<file path="config.mk">
export PLATFORM = sky130hd
export DESIGN_NAME = fifo_generator_0
export DESIGN_NICKNAME = d
export VERILOG_FILES = /design/src/rtl/fifo_generator_0_pkg.sv /design/src/rtl/fifo_generator_0_ram.sv /design/src/rtl/fifo_generator_0.sv
export SDC_FILE = /design/constraint.sdc
export NUM_CORES = 1
export LEC_CHECK = 0
export CORE_AREA = 2 2 107 109
export CTS_CLUSTER_DIAMETER = 120
export DETAILED_ROUTE_END_ITERATION = 10
export DIE_AREA = 0 0 109 111
export GPL_TIMING_DRIVEN = 0
export PLACE_DENSITY = 0.75
export SKIP_LAST_GASP = 1
export SYNTH_ARGS = -nofsm -noshare
export SYNTH_HDL_FRONTEND = slang
export SYNTH_SLANG_ARGS = --single-unit
</file>
<file path="constraint.sdc">
create_clock -name wr_clk -period 3.85 [get_ports wr_clk]
set_input_delay 0.385 -clock wr_clk [delete_from_list [all_inputs] [get_ports wr_clk]]
set_output_delay 0.385 -clock wr_clk [all_outputs]
set_load 0.02 [all_outputs]
</file>
<file path="src/rtl/fifo_generator_0_pkg.sv">
// Shared defaults and derived widths for the single-clock FIFO.
package fifo_generator_0_pkg;

    localparam int unsigned DefDataWidth = 8;
    localparam int unsigned DefDepth     = 16;
    localparam int unsigned DefAddrWidth = $clog2(DefDepth);

    // Pointer width carries one extra wrap bit above the address.
    function automatic int unsigned ptr_width(input int unsigned depth);
        return $clog2(depth) + 1;
    endfunction

endpackage

</file>
<file path="src/rtl/fifo_generator_0_ram.sv">
// Simple dual-port storage: synchronous write, registered read with a clearable output register.
module fifo_generator_0_ram
    import fifo_generator_0_pkg::*;
#(
    parameter int unsigned DATA_WIDTH = DefDataWidth,
    parameter int unsigned DEPTH      = DefDepth,
    localparam int unsigned AW        = $clog2(DEPTH)
) (
    input  logic                  clk,
    input  logic                  rst,
    input  logic                  we,
    input  logic [AW-1:0]         waddr,
    input  logic [DATA_WIDTH-1:0] wdata,
    input  logic                  re,
    input  logic [AW-1:0]         raddr,
    output logic [DATA_WIDTH-1:0] rdata
);

    logic [DATA_WIDTH-1:0] mem [DEPTH];
    logic [DATA_WIDTH-1:0] rdata_q;

    always_ff @(posedge clk) begin
        if (we) begin
            mem[waddr] <= wdata;
        end
    end

    // Output register only loads on an accepted read, so it holds otherwise.
    always_ff @(posedge clk) begin
        if (rst) begin
            rdata_q <= '0;
        end else if (re) begin
            rdata_q <= mem[raddr];
        end
    end

    assign rdata = rdata_q;

endmodule

</file>
<file path="src/rtl/fifo_generator_0.sv">
// Single-clock FIFO with registered flags, occupancy count and overflow/underflow pulses.
module fifo_generator_0
    import fifo_generator_0_pkg::*;
#(
    parameter int unsigned DATA_WIDTH = DefDataWidth,
    parameter int unsigned DEPTH      = DefDepth,
    localparam int unsigned AW        = $clog2(DEPTH),
    localparam int unsigned PW        = ptr_width(DEPTH)
) (
    input  logic                  wr_clk,
    input  logic                  rst,
    input  logic [DATA_WIDTH-1:0] din,
    input  logic                  wr_en,
    output logic                  full,
    input  logic                  rd_en,
    output logic [DATA_WIDTH-1:0] dout,
    output logic                  empty,
    output logic [PW-1:0]         data_count,
    output logic                  overflow,
    output logic                  underflow
);

    logic [PW-1:0] wr_ptr_q, wr_ptr_d;
    logic [PW-1:0] rd_ptr_q, rd_ptr_d;
    logic [PW-1:0] count_q, count_d;
    logic          full_q, full_d;
    logic          empty_q, empty_d;
    logic          overflow_q, overflow_d;
    logic          underflow_q, underflow_d;
    logic          wr_accept;
    logic          rd_accept;

    always_comb begin
        // Acceptance uses the registered flags, so a full FIFO still takes a read.
        wr_accept   = wr_en & ~full_q & ~rst;
        rd_accept   = rd_en & ~empty_q & ~rst;
        wr_ptr_d    = wr_ptr_q + PW'(wr_accept);
        rd_ptr_d    = rd_ptr_q + PW'(rd_accept);
        full_d      = (wr_ptr_d[AW-1:0] == rd_ptr_d[AW-1:0]) && (wr_ptr_d[AW] != rd_ptr_d[AW]);
        empty_d     = (wr_ptr_d == rd_ptr_d);
        count_d     = wr_ptr_d - rd_ptr_d;
        overflow_d  = wr_en & full_q;
        underflow_d = rd_en & empty_q;
    end

    always_ff @(posedge wr_clk) begin
        if (rst) begin
            wr_ptr_q    <= '0;
            rd_ptr_q    <= '0;
            count_q     <= '0;
            full_q      <= 1'b0;
            empty_q     <= 1'b1;
            overflow_q  <= 1'b0;
            underflow_q <= 1'b0;
        end else begin
            wr_ptr_q    <= wr_ptr_d;
            rd_ptr_q    <= rd_ptr_d;
            count_q     <= count_d;
            full_q      <= full_d;
            empty_q     <= empty_d;
            overflow_q  <= overflow_d;
            underflow_q <= underflow_d;
        end
    end

    fifo_generator_0_ram #(
        .DATA_WIDTH (DATA_WIDTH),
        .DEPTH      (DEPTH)
    ) u_ram (
        .clk   (wr_clk),
        .rst   (rst),
        .we    (wr_accept),
        .waddr (wr_ptr_q[AW-1:0]),
        .wdata (din),
        .re    (rd_accept),
        .raddr (rd_ptr_q[AW-1:0]),
        .rdata (dout)
    );

    assign full       = full_q;
    assign empty      = empty_q;
    assign data_count = count_q;
    assign overflow   = overflow_q;
    assign underflow  = underflow_q;

endmodule

</file>
# Yosys cells after proc, flatten, opt, wreduce, memory -nomap -nowiden
# Memories as Yosys holds them, arrays and structs flattened. A register that Yosys moved wholly into a read port is not among the register bits.
# Cells that the tools add are included.
# classes
n_bitwise	9
eq_ne	3
n_reduce_logical	1
n_addsub	3
mux	2
# op_table
op	n
adder 5 x 1 -> 5 bit	2
bitwise AND 1 bit	6
== test 5 bit	1
subtractor 5 bit	1
== test 4 bit	1
inverter 1 bit	3
two-way mux 1 bit	2
logical AND 1 bit	1
!= test 1 bit	1
# word_totals
output_inout_bits	17
register_bits	19
in_bits	12
n_memories	1
ramBits	128
# memory_table
name	words	width	read_ports	rd_clocked_by_memory_dff	write_ports	line	source
u_ram.mem	16	8	1	1	1	fifo_generator_0_ram.sv:19	logic [DATA_WIDTH-1:0] mem [DEPTH];

# Longest topological paths before layout
# logic_depth
ltp_word	6
ltp_mapped	13

# Hierarchy
# Synthesis repeated with hierarchy kept, for this count alone.
# hier_totals
cells_unflattened	400
area_unflattened_um2	6189.7
# modules_own_cells
mod	area_per_inst_um2	cells_per_inst	instances
fifo_generator_0_ram	5343.9	316	1
fifo_generator_0	845.8	84	1

# Least setup slack after synthesis
# No wires, ideal clock.
# synth_timing
path_kind	input to register
start	input port rst
end	register count_q[4], in the netlist data_count[4]
setup_time_ps	78
path_stages	13
n_path_buf	2
t_arrival_ps	2435
required_ps	3772
path_slack_ps	1337
path_cell_list	or3b_1 > buf_6 > buf_6 > inv_1 > ha_1 > xnor2_2 > xnor2_1 > inv_1 > ha_1 > a21oi_1 > o221ai_1 > and3_1 > nor3_1
# synth_between
elab_chain_len	4
word_cells_on_any_way	6
cone_classes	add/sub: 3; bitwise: 3
# synth_lines
element	line	source
from (decl)	fifo_generator_0.sv:11	input logic rst,
inverter 1 bit	fifo_generator_0.sv:36	rd_accept = rd_en & ~empty_q & ~rst;
bitwise AND 1 bit	fifo_generator_0.sv:36	
via rd_accept	fifo_generator_0.sv:31	logic rd_accept;
adder 5 x 1 -> 5 bit	fifo_generator_0.sv:38	rd_ptr_d = rd_ptr_q + PW'(rd_accept);
subtractor 5 bit	fifo_generator_0.sv:41	count_d = wr_ptr_d - rd_ptr_d;
to (signal assigned)	fifo_generator_0.sv:58	count_q <= count_d;
to (decl)	fifo_generator_0.sv:25	logic [PW-1:0] count_q, count_d;
# The timed path passes the listed nets, and every way through them passes these cells.
# A chain may end at the register's enable or synchronous reset.

# Worst setup path after layout
# layout_timing
start	input port rst
end	register count_q[4], in the netlist data_count[4]
# layout_between
elab_chain_len	4
word_cells_on_any_way	6
cone_classes	add/sub: 3; bitwise: 3
# layout_lines
element	line	source
inverter 1 bit	fifo_generator_0.sv:35	wr_accept = wr_en & ~full_q & ~rst;
bitwise AND 1 bit	fifo_generator_0.sv:35	
adder 5 x 1 -> 5 bit	fifo_generator_0.sv:37	wr_ptr_d = wr_ptr_q + PW'(wr_accept);
via wr_ptr_d[1]	fifo_generator_0.sv:23	logic [PW-1:0] wr_ptr_q, wr_ptr_d;
subtractor 5 bit	fifo_generator_0.sv:41	
# The timed path passes the listed nets, and every way through them passes these cells.

==> results.md <==
* Outcome: complete, no violations
* Min Clock Period, post-route at 2870 ps
* Worst-path clk slew at 60 ps
* Die ar. at 12100 sq um
* Antenna violations before repair at 0
* Total number of vias at 3139
* Worst min path class: reg2reg
* Top layer in use: met4
* Die Ht at 111 um
* TritonCTS clock tree: yes
* Part of the power in combinational logic at 0.051
* Worst-margin pin slew at 1300 ps
* Maximum number of pins on one net before global-route repair at 17
* Primary FF master, synth: edfxtp_1
* CTS resizes at 0
* Max-slew violations at 0
* Max H-tree Level at 4
* Crit path required time at 4190 ps
* Number of synthesized flops with an enable pin at 128
* CORE AREA at 11100 sq um
* Vias in the first global route at 3165
* Area grow syn2layout at 17.0%
* CTS Hold Buffers Added at 0
* Critical Path Start Type: input pin
* CTS Buffer Depth at 2
* DRC viols at 0
* Gate Count Post-Synth at 327
* FP Rows at 39
* Initial core utilization at 0.556
* Sequential element share of the synthesized area at 0.712
* Root buf cell: clkbuf_16
* # port buffers at 28
* TritonCTS Buffers at 17
* Hold Slack at 481 ps
* Wirelength per Cell at 22.0 um
* Die Span X at 109 um
* WL met3 at 684 um
* Setup ws final at 976 ps
* Cell Area, Synth at 6160 sq um
* Final wirelength at 11.6 mm
* Final hold violation count at 0
* Share of layout cells above drive strength 1 at 0.178
* Met1 wire length at 4.80 mm
* Number of distinct library cells after synthesis at 43
* Setup violations, final at 0
* Synth Register Bits at 155
* DR vias/cell at 5.92
* Max-cap violations at 0
* Sequential Power Share at 0.501
* Post-CTS Setup Inserts at 0
* Dpl ws at 580 ps
* CP Class: in2reg
* Relative slew slack at 0.124
* I/O pin total at 29
* Max Clock Skew at 16.7 ps
* Routed Antenna Nets at 0
* Leak Pwr at 2.37 nW
* Post-synth ARST share at 0
* Int Pwr at 2.94 mW
* Mapped Nets at 346
* Pwr/cell area at 512 nW/um^2
* GRT Resource Usage Total at 0.210
* Dpl hpwl at 7.34 mm
* GR Overflow Total at 0
* FMAX at 348 MHz
* Crit path DAT at 3220 ps
* Inserted Diodes at 0
* Synthesis Warnings at 0
* Maximum fanout along the worst path at 10
* 1st-pass router iterations at 5
* Tcrit/Tclk final at 0.746
* Clock sinks at 155
* Clock power share at 0.448
* First-pass GRT wire length at 17.9 mm
* Setup TNS Final at 0 ps
* Placer Congestion at 0.789
* Met2 wire length at 6.02 mm
* Worst vdd ir at 0.000301 V
* P_sw at 0.746 mW
* Critical Path End Type: flop
* Insertion delay of the later-clocked pin in the worst-skew pair at 420 ps
* RSZ-0062 raised after global routing: no
* Initial DRC Count at 335
* Tot Pwr at 3.68 mW
* Sw frac at 0.202
* Syn Area/Cell at 18.8 sq um
* Final nets at 393
-- critical path: stages --
cell	delay, ps
clkdlybuf4s50_1	410
buf_4	170
nor3b_2	430
ha_1	260
ha_1	280
xnor2_1	300
inv_1	80
ha_1	200
a21oi_1	200
o221ai_1	170
and3_1	200
nor3_1	130
-- Yosys cell counts (2+ instances only) --
master | count | area, sq um
a21oi_1 | 2 | 10.0
a221oi_1 | 6 | 52.6
a221oi_2 | 2 | 30.0
a22o_1 | 8 | 70.1
and3b_1 | 2 | 17.5
buf_2 | 2 | 10.0
buf_4 | 4 | 30.0
buf_6 | 4 | 45.0
clkbuf_1 | 4 | 15.0
dfxtp_1 | 27 | 541
edfxtp_1 | 128 | 3840
ha_1 | 7 | 87.6
inv_1 | 6 | 22.5
mux4_1 | 11 | 289
mux4_2 | 21 | 473
nand2_1 | 3 | 11.3
nand2b_1 | 2 | 12.5
nand3_1 | 5 | 25.0
nand3b_1 | 10 | 75.1
nor2_1 | 26 | 97.6
nor2b_1 | 3 | 18.8
nor3_1 | 5 | 25.0
o21ai_1 | 8 | 40.0
or3b_1 | 2 | 17.5
xnor2_1 | 6 | 52.6
xor2_1 | 6 | 52.6
-- final timing paths --
kind                                                     to  cells past startpoint                         from  slack (ps)
worst min-delay path            u_ram.rdata[6]$_SDFFE_PP0P_                      2  u_ram.rdata[6]$_SDFFE_PP0P_         480
worst max-delay path               data_count[4]$_SDFF_PP0_                     12                          rst         980
worst min register to register  u_ram.rdata[6]$_SDFFE_PP0P_                      2  u_ram.rdata[6]$_SDFFE_PP0P_         480
worst max register to register     data_count[4]$_SDFF_PP0_                     13             empty$_SDFF_PP1_        1140
-- power groups by stage --
stage	clock network, mW	registers (mW)	logic, mW
after floorplan	0	1.90	0.0929
after global placement	0	1.88	0.184
after detailed placement	0	1.88	0.188
after CTS	1.67	1.85	0.190
after global routing	1.74	1.85	0.203
final	1.65	1.85	0.188
-- layout make-up --
| class | instances | area (sq um) |
|---|---|---|
| Buffer | 19 | 161 |
| Inverter | 6 | 22.5 |
| Multi-Input combinational cell | 147 | 1590 |
| Sequential cell | 155 | 4380 |
| Timing Repair Buffer | 28 | 280 |
| Tap cell | 143 | 179 |
| Fill cell | 733 | 3870 |
| Clock inverter | 12 | 149 |
| Clock buffer | 20 | 437 |
-- metrics by stage --
step / utilization / instances / instance area, sq um
finish: 0.650 / 530 / 7200
global route: 0.650 / 530 / 7200
CTS: 0.650 / 530 / 7200
detailed placement: 0.597 / 498 / 6620
global placement: 0.597 / 498 / 6620
floorplan: - / 327 / 6160
-- registers in the layout, indices dropped and copies added (netlist names), 5 cells and up --
name / flops
rd_ptr_q: 5
u_ram.mem: 128
u_ram.rdata: 8
wr_ptr_q: 5
data_count: 5
-- layout by cell type (no fill, tap or decap), types with 4 or more instances in the layout --
| master | count |
|---|---|
| clkbuf_1 | 7 |
| ha_1 | 7 |
| nand3_1 | 5 |
| a22o_1 | 8 |
| nor2_1 | 26 |
| mux4_2 | 21 |
| nand3b_1 | 10 |
| edfxtp_1 | 128 |
| nor3_1 | 5 |
| clkbuf_16 | 17 |
| mux4_1 | 11 |
| inv_1 | 6 |
| dfxtp_1 | 27 |
| buf_4 | 4 |
| buf_6 | 4 |
| xnor2_1 | 6 |
| clkdlybuf4s50_1 | 28 |
| a221oi_1 | 6 |
| xor2_1 | 6 |
| o21ai_1 | 8 |
-- logic make-up after synthesis --
kind of cell | count (synthesis) | synth area share
XOR/XNOR | 14 | 0.0236
adder cells (fa/ha/maj) | 7 | 0.0142
flip-flops | 155 | 0.712
AO/OA/AOI/OAI | 29 | 0.0386
buffers and inverters | 25 | 0.0299
AND/OR/NAND/NOR | 65 | 0.0579
multiplexers | 32 | 0.124
-- metal layers --
| metal | up-vias | track usage |
|---|---|---|
| met1 | 1618 | 0.279 |
| met5 | - | 0 |
| met4 | 0 | 0.0641 |
| met2 | 98 | 0.341 |
| li1 | 1408 | - |
| met3 | 15 | 0.0541 |
(Power assumes the default switching activity.)
